--- config.mk ---
export PLATFORM = sky130hd
export DESIGN_NAME = ram_arbiter_2p
export DESIGN_NICKNAME = d
export VERILOG_FILES = /design/src/rtl/ram_arbiter_2p.sv
export SDC_FILE = /design/constraint.sdc
export NUM_CORES = 1
export LEC_CHECK = 0
export ABC_AREA = 0
export BUFFER_PORTS_ARGS = -buffer_cell sky130_fd_sc_hd__buf_4
export CORE_MARGIN = 5
export CORE_UTILIZATION = 47
export CTS_BUF_LIST = sky130_fd_sc_hd__clkbuf_16
export CTS_CLUSTER_DIAMETER = 150
export DETAILED_ROUTE_END_ITERATION = 7
export PLACE_DENSITY = 0.79
export SKIP_CTS_REPAIR_TIMING = 1
export SYNTH_ARGS = -nofsm -noshare
export SYNTH_HDL_FRONTEND = slang
export SYNTH_SLANG_ARGS = --single-unit
--- constraint.sdc ---
create_clock -name clk -period 1.7 [get_ports clk]
set_input_delay 0.17 -clock clk [delete_from_list [all_inputs] [get_ports clk]]
set_output_delay 0.17 -clock clk [all_outputs]
set_load 0.005 [all_outputs]
--- src/rtl/ram_arbiter_2p.sv ---
// Round-robin two-requester front end for a single-port RAM; write ack 2 cycles, read ack 2+RD_LAT.
// A requester holds req until its one-cycle ack; the loser waits and is served on the next grant.
module ram_arbiter_2p #(
  parameter int AW     = 4,
  parameter int DW     = 8,
  parameter int RD_LAT = 1
) (
  input  logic          clk,
  input  logic          rst,
  input  logic          req0,
  input  logic          we0,
  input  logic [AW-1:0] addr0,
  input  logic [DW-1:0] wdata0,
  output logic          ack0,
  output logic [DW-1:0] rdata0,
  input  logic          req1,
  input  logic          we1,
  input  logic [AW-1:0] addr1,
  input  logic [DW-1:0] wdata1,
  output logic          ack1,
  output logic [DW-1:0] rdata1,
  output logic          ram_cs,
  output logic          ram_rd,
  output logic          ram_wr,
  output logic [AW-1:0] ram_addr,
  output logic [DW-1:0] ram_wdata,
  input  logic [DW-1:0] ram_rdata,
  output logic          busy,
  output logic          gnt_id
);

  localparam logic [1:0] S_IDLE  = 2'd0;
  localparam logic [1:0] S_ISSUE = 2'd1;
  localparam logic [1:0] S_WAIT  = 2'd2;
  localparam logic [1:0] S_ACK   = 2'd3;

  logic [1:0]    state_q, state_d;
  logic          ptr_q, ptr_d;
  logic          gnt_q, gnt_d;
  logic          we_q, we_d;
  logic [2:0]    cnt_q, cnt_d;
  logic          ack0_q, ack0_d, ack1_q, ack1_d;
  logic          cs_q, cs_d, rd_q, rd_d, wr_q, wr_d;
  logic          busy_q, busy_d;
  logic [AW-1:0] addr_q, addr_d;
  logic [DW-1:0] wdata_q, wdata_d;
  logic [DW-1:0] rdata0_q, rdata0_d, rdata1_q, rdata1_d;
  logic          win;
  logic          win_we;

  // Pointer only matters on a tie; a lone requester always wins.
  assign win    = (req0 && req1) ? ptr_q : req1;
  assign win_we = win ? we1 : we0;

  always_comb begin
    state_d  = state_q;
    ptr_d    = ptr_q;
    gnt_d    = gnt_q;
    we_d     = we_q;
    cnt_d    = cnt_q;
    ack0_d   = 1'b0;
    ack1_d   = 1'b0;
    cs_d     = cs_q;
    rd_d     = rd_q;
    wr_d     = wr_q;
    addr_d   = addr_q;
    wdata_d  = wdata_q;
    rdata0_d = rdata0_q;
    rdata1_d = rdata1_q;
    case (state_q)
      S_IDLE: begin
        if (req0 || req1) begin
          state_d = S_ISSUE;
          gnt_d   = win;
          ptr_d   = ~win;
          we_d    = win_we;
          addr_d  = win ? addr1 : addr0;
          wdata_d = win ? wdata1 : wdata0;
          cs_d    = 1'b1;
          rd_d    = ~win_we;
          wr_d    = win_we;
        end
      end
      S_ISSUE: begin
        rd_d = 1'b0;
        wr_d = 1'b0;
        if (we_q) begin
          state_d = S_ACK;
          cs_d    = 1'b0;
          ack0_d  = ~gnt_q;
          ack1_d  = gnt_q;
        end else begin
          state_d = S_WAIT;
          cnt_d   = 3'd0;
        end
      end
      S_WAIT: begin
        if (cnt_q == 3'(RD_LAT - 1)) begin
          state_d = S_ACK;
          cs_d    = 1'b0;
          ack0_d  = ~gnt_q;
          ack1_d  = gnt_q;
          if (gnt_q) rdata1_d = ram_rdata;
          else       rdata0_d = ram_rdata;
        end else begin
          cnt_d = cnt_q + 3'd1;
        end
      end
      default: state_d = S_IDLE;
    endcase
    busy_d = (state_d != S_IDLE);
  end

  always_ff @(posedge clk) begin
    if (rst) begin
      state_q  <= S_IDLE;
      ptr_q    <= 1'b0;
      gnt_q    <= 1'b0;
      we_q     <= 1'b0;
      cnt_q    <= 3'd0;
      ack0_q   <= 1'b0;
      ack1_q   <= 1'b0;
      cs_q     <= 1'b0;
      rd_q     <= 1'b0;
      wr_q     <= 1'b0;
      busy_q   <= 1'b0;
      addr_q   <= '0;
      wdata_q  <= '0;
      rdata0_q <= '0;
      rdata1_q <= '0;
    end else begin
      state_q  <= state_d;
      ptr_q    <= ptr_d;
      gnt_q    <= gnt_d;
      we_q     <= we_d;
      cnt_q    <= cnt_d;
      ack0_q   <= ack0_d;
      ack1_q   <= ack1_d;
      cs_q     <= cs_d;
      rd_q     <= rd_d;
      wr_q     <= wr_d;
      busy_q   <= busy_d;
      addr_q   <= addr_d;
      wdata_q  <= wdata_d;
      rdata0_q <= rdata0_d;
      rdata1_q <= rdata1_d;
    end
  end

  assign ack0      = ack0_q;
  assign ack1      = ack1_q;
  assign rdata0    = rdata0_q;
  assign rdata1    = rdata1_q;
  assign ram_cs    = cs_q;
  assign ram_rd    = rd_q;
  assign ram_wr    = wr_q;
  assign ram_addr  = addr_q;
  assign ram_wdata = wdata_q;
  assign busy      = busy_q;
  assign gnt_id    = gnt_q;

endmodule

---- After elaboration in Yosys (flattened, before gate mapping) ----
Index checks and enable logic that the tools add are counted.
word-level totals
  output and inout bits ................... 35
  word-level logic and storage cells ...... 65
  register bits ........................... 42
  input port bits ......................... 38
cells by class
  equal/unequal tests ..................... 7
  bitwise logic cells ..................... 3
  $add $sub $neg .......................... 1
  reduce and logical (&&, ||, !) cells .... 14
  mux-type cells .......................... 25
operators by type and width
  kind                   count
  $mux W1                12
  $ne A2 B2 Y1 const B   5
  $reduce_and A3 Y1      3
  $mux W8                1
  $pmux W1 S2            4
  $mux W3                2
  $pmux W2 S3            1
  $pmux W3 S2            1
  $reduce_bool A2 Y1     3
  $mux W2                2
  $mux W4                1
  $reduce_and A2 Y1      2
  $reduce_and A4 Y1      1
  $add A3 B1 Y3 const B  1
  $logic_not A3 Y1       1
  $not A1 Y1             3
  $pmux W1 S3            1
  $reduce_bool A3 Y1     1
  $eq A2 B1 Y1 const B   1
  $eq A2 B2 Y1 const B   1
  $logic_not A2 Y1       1
  $logic_and A1 B1 Y1    1
  $logic_or A1 B1 Y1     1

---- Longest topological paths before layout ----
  depth after elaboration ................. 6
  gate-level depth with buffers ........... 7
  depth with buffers taken out ............ 6

---- Worst setup path before layout ----
OpenSTA, ideal clock, no wires.
  path kind ............................... flip-flop to flip-flop
  start point ............................. register state_q[0]
  end point ............................... register wr_q, in the netlist ram_wr
  setup time .............................. 0.101 ns
  cell stages (with the launch flop) ...... 8
  path slack .............................. 0.200 ns
  period minus slack after synthesis ...... 1.500 ns
  arrival ................................. 1.399 ns
  buffers on the path ..................... 1
  data required time ...................... 1.599 ns
  path through ............................ dfxtp_1 -> inv_1 -> ha_1 -> buf_4 -> nor2_1 -> a21oi_1 -> or3b_2 -> o41ai_1
on the way
  cells in the longest elaborated chain, start to end .. 3
  elaborated cells between the ends (all ways) .. 6
  classes of those cells .................. eq/ne (2); mux (1); reduce/logical (3)
RTL lines
  item                                                          line  text
  from (decl)                                                   37    logic [1:0] state_q, state_d;
  from (signal assigned)                                        132   state_q <= state_d;
  $eq A2 B1 Y1 or $logic_not A2 Y1 (tied branches)              70    case (state_q)
  $reduce_bool A2 Y1 (no line) or $ne A2 B2 Y1 (tied branches)  n/a
  $reduce_and A2 Y1 (no line)                                   n/a
  to (signal assigned)                                          141   wr_q <= wr_d;
  to (decl)                                                     43    logic cs_q, cs_d, rd_q, rd_d, wr_q, wr_d;
Parallel ways exist; a longest one is shown, timed or not.
A chain may end at the register's enable or synchronous reset.

---- Worst setup path after layout ----
  start point ............................. register state_q[1]
  end point ............................... register cs_q, in the netlist ram_cs
on the way
  cells in the longest elaborated chain, start to end .. 3
  elaborated cells between the ends (all ways) .. 9
  classes of those cells .................. eq/ne (5); mux (1); reduce/logical (3)
RTL lines
  item                                                          line  text
  $eq A2 B2 Y1 (tied with other cells)                          70
  $ne A2 B2 Y1 (no line) or $reduce_bool A3 Y1 (tied branches)  n/a
  $reduce_and A4 Y1 (no line)                                   n/a
  to (signal assigned)                                          139   cs_q <= cs_d;
  to (decl)                                                     43
Parallel ways exist; a longest one is shown, timed or not.

==> impl_metrics.yaml <==
power:
  p_leak_nw: 1.10
  p_per_area_mw_per_mm2: 1440
  total_power_mw: 3.59
  peakVddDrop_v: 0.000639
floorplan:
  core_region_area_mm2: 0.00363
  start_util_pct: 48.4
  die_h_um: 71.2
  dieArea_mm2: 0.00507
  rows: 22
  pin_count: 73
  chipWidth_um: 71.2
worst_setup_path:
  r2r-start: "state_q[1]"
  timing.rr.end: "ram_cs"
  endpoint: "ram_cs"
  r2r_slack_ns: 0.09
  critPathArrivalTime_ns: 1.81
  worst_r2r_path_depth: 5
  critPathRequiredTime_ns: 1.90
  worstSetupStartpointType: "flop"
  setup.worst_path.start: "state_q[1]"
  crit_path_end_kind: "flop"
  path_class: "reg2reg"
  cp_max_fo: 6
route:
  wl_per_cell_um: 13.9
  drc: 0
  drt_iter0_drc: 112
  vias: 1711
  routed_wl_mm: 4.53
  avgViaCountPerCell: 5.26
  ant_nets: 0
  drt-pass1-iter-count: 4
grt:
  overflow: 0
  grt_usage_pct: 18.3
  antenna_found_initial: 0
  grt_max_degree: 44
  grt_pass1_vias: 1630
  grt_pass1_wl_mm: 7.36
place:
  port_buffers: 72
  place_hpwl_mm: 3.34
  place.gp.congestion: 0.836
  dp.cells: 317
synth:
  synth.top_cell.area_share_pct: 47.8
  synth_cells: 205
  synth_area_leader_cell: "dfxtp_1"
  ys_top_cells_by_area: "dfxtp_1 (48%), nand2_1 (9.8%), a21oi_1 (9.1%)"
  synth-seq-cells: 42
  synth_area_per_cell_um2: 8.58
  postSynth.asyncResetShare_pct: 0
  ys.warnings.count: 0
  synth_area_mm2: 0.00176
  syn_nets: 249
  synth_edf_count: 0
  yosysSeqAreaShare_pct: 47.8
  synthFlopType: "dfxtp_1"
  ys_types: 40
timing:
  final_hold_viol_count: 0
  final_max_slew_viol_count: 0
  rsz0062_at_grt: "no"
  timing.slew.headroom_pct: 61.9
  setup_viol_count_final: 0
  max_freq_mhz: 623
  fin_crit_ns: 1.61
  fin_crit_sh_pct: 94.5
  worstMarginPinSlew_ns: 0.572
  skew_ns: 0.00607
clock_tree:
  cts_buffers: 5
  cts_tree: "built"
  clock-root-buffer: "clkbuf_16"
  htree_levels: 2
  clkSinkCount: 42
  clk_pin_slew_ns: 0.06
  worstSkewPairLatency_ns: 0.29
  cts_buffer_depth: 2
status:
  outcome: "finished clean"
worst_hold_path:
  min_path_type: "in2reg"
finish:
  drive_gt1_share_pct: 33.6
  multi_input_area_um2: 828
  area.sequential_um2: 841
  num-fill-cells: 328
  nNetsFinal: 320
  antenna_cells: 0
  area_delta_synth_final_pct: 42.1
  final_cell_count_no_fill: 325
run:
  cap_violations: 0
## metrics by stage
| stage | instance area (µm²) | setup TNS (ns) | utilization (%) | hold WS, ns | setup slack (ns) |
|---|---|---|---|---|---|
| 3_5_place_dp | 2320 | -0.985 | 63.7 | 0.423 | -0.110 |
| 2_1_floorplan | 1760 | 0 | - | 0.285 | 0.200 |
| 4_1_cts | 2480 | -1.41 | 68.3 | 0.127 | -0.149 |
| 5_1_grt | 2500 | 0 | 68.8 | 0.140 | 0.00356 |
| 6_report | 2500 | 0 | 68.8 | 0.125 | 0.0938 |
| 3_3_place_gp | 2320 | -0.276 | 63.7 | 0.407 | -0.0306 |
## worst min-delay path by stage
| stage | to | from | slack [ns] | depth (start not counted) |
|---|---|---|---|---|
| after floorplan | ptr_q | req1 | 0.29 | 1 |
| after global placement | ram_wdata[7] | wdata0[7] | 0.41 | 3 |
| after detailed placement | ram_wdata[7] | wdata0[7] | 0.42 | 3 |
| after CTS | ram_addr[3] | addr0[3] | 0.13 | 3 |
| after global routing | rdata0[0] | ram_rdata[0] | 0.14 | 3 |
| final | ram_wdata[7] | wdata0[7] | 0.13 | 3 |
## cells in the mapped netlist (all sizes together) (2+ instances only)
cell / count
ha: 6
dfxtp: 42
nand2: 46
and3: 3
buf: 10
nor2b: 2
clkbuf: 3
a22oi: 10
a21oi: 32
nor2: 12
o21ai: 4
nand3b: 2
a211oi: 3
a222oi: 2
o31ai: 2
inv: 7
mux2i: 2
## per-layer routing
metal | GRT usage (%) | share of wire, % | vias to the layer above | wire (µm)
met5 | 0 | 0 | - | 0
met3 | 7.10 | 9.0 | 7 | 409
met4 | 7.52 | 1.8 | 0 | 81
met2 | 31.2 | 50 | 58 | 2280
met1 | 20.2 | 39 | 795 | 1760
li1 | - | - | 851 | -
## worst max-delay path, cell delays in order (launching register included)
cell,delay (ns)
dfxtp_1,0.37
ha_1,0.30
nand3b_1,0.26
a221oi_2,0.32
nor2_1,0.07
a211oi_1,0.19
## sequential cells by signal, summed over array words and instances, names as in the netlist
| name | cells |
|---|---|
| ram_rd | 1 |
| busy | 1 |
| ack0 | 1 |
| state_q | 2 |
| cnt_q | 3 |
| we_q | 1 |
| gnt_id | 1 |
| ram_wdata | 8 |
| ram_cs | 1 |
| ram_addr | 4 |
| ptr_q | 1 |
| rdata1 | 8 |
| rdata0 | 8 |
| ack1 | 1 |
| ram_wr | 1 |
## power by group
part	internal (mW)	switching, mW	total, mW
Sequential	1.17	0.108	1.28
Clock	0.687	0.377	1.06
Combinational	0.604	0.642	1.25
Total	2.46	1.13	3.59
## cells in the final DEF, fill, tap and decap left out, drive strengths merged, types with 2 or more instances in the layout
cell type,n
a211oi,3
a21oi,32
a222oi,2
a22oi,10
and3,3
buf,77
clkbuf,5
dfxtp,42
ha,6
inv,8
mux2i,2
nand2,46
nand3b,2
nor2,12
nor2b,2
o21ai,4
o31ai,2
## area by class of cell
type | instances | share of cell area [%]
Tap cell | 48 | 2.40
Clock buffer | 5 | 5.01
Multi-Input combinational cell | 143 | 33.1
Clock inverter | 3 | 1.65
Timing Repair Buffer | 77 | 23.1
Inverter | 7 | 1.05
Sequential cell | 42 | 33.6
## cell families (layout without fill, tap and decap cells)
| kind of cell | count (synthesis) | after routing | share of synthesized area, % |
|---|---|---|---|
| AND/OR/NAND/NOR | 72 | 72 | 17.8 |
| AO/OA/AOI/OAI | 62 | 62 | 22.4 |
| buffers and inverters | 20 | 92 | 6.12 |
| multiplexers | 2 | 2 | 1.14 |
| flip-flops | 42 | 42 | 47.8 |
| adder cells (fa/ha/maj) | 6 | 6 | 4.27 |
| XOR/XNOR | 1 | 1 | 0.498 |
(Power assumes the default switching activity.)
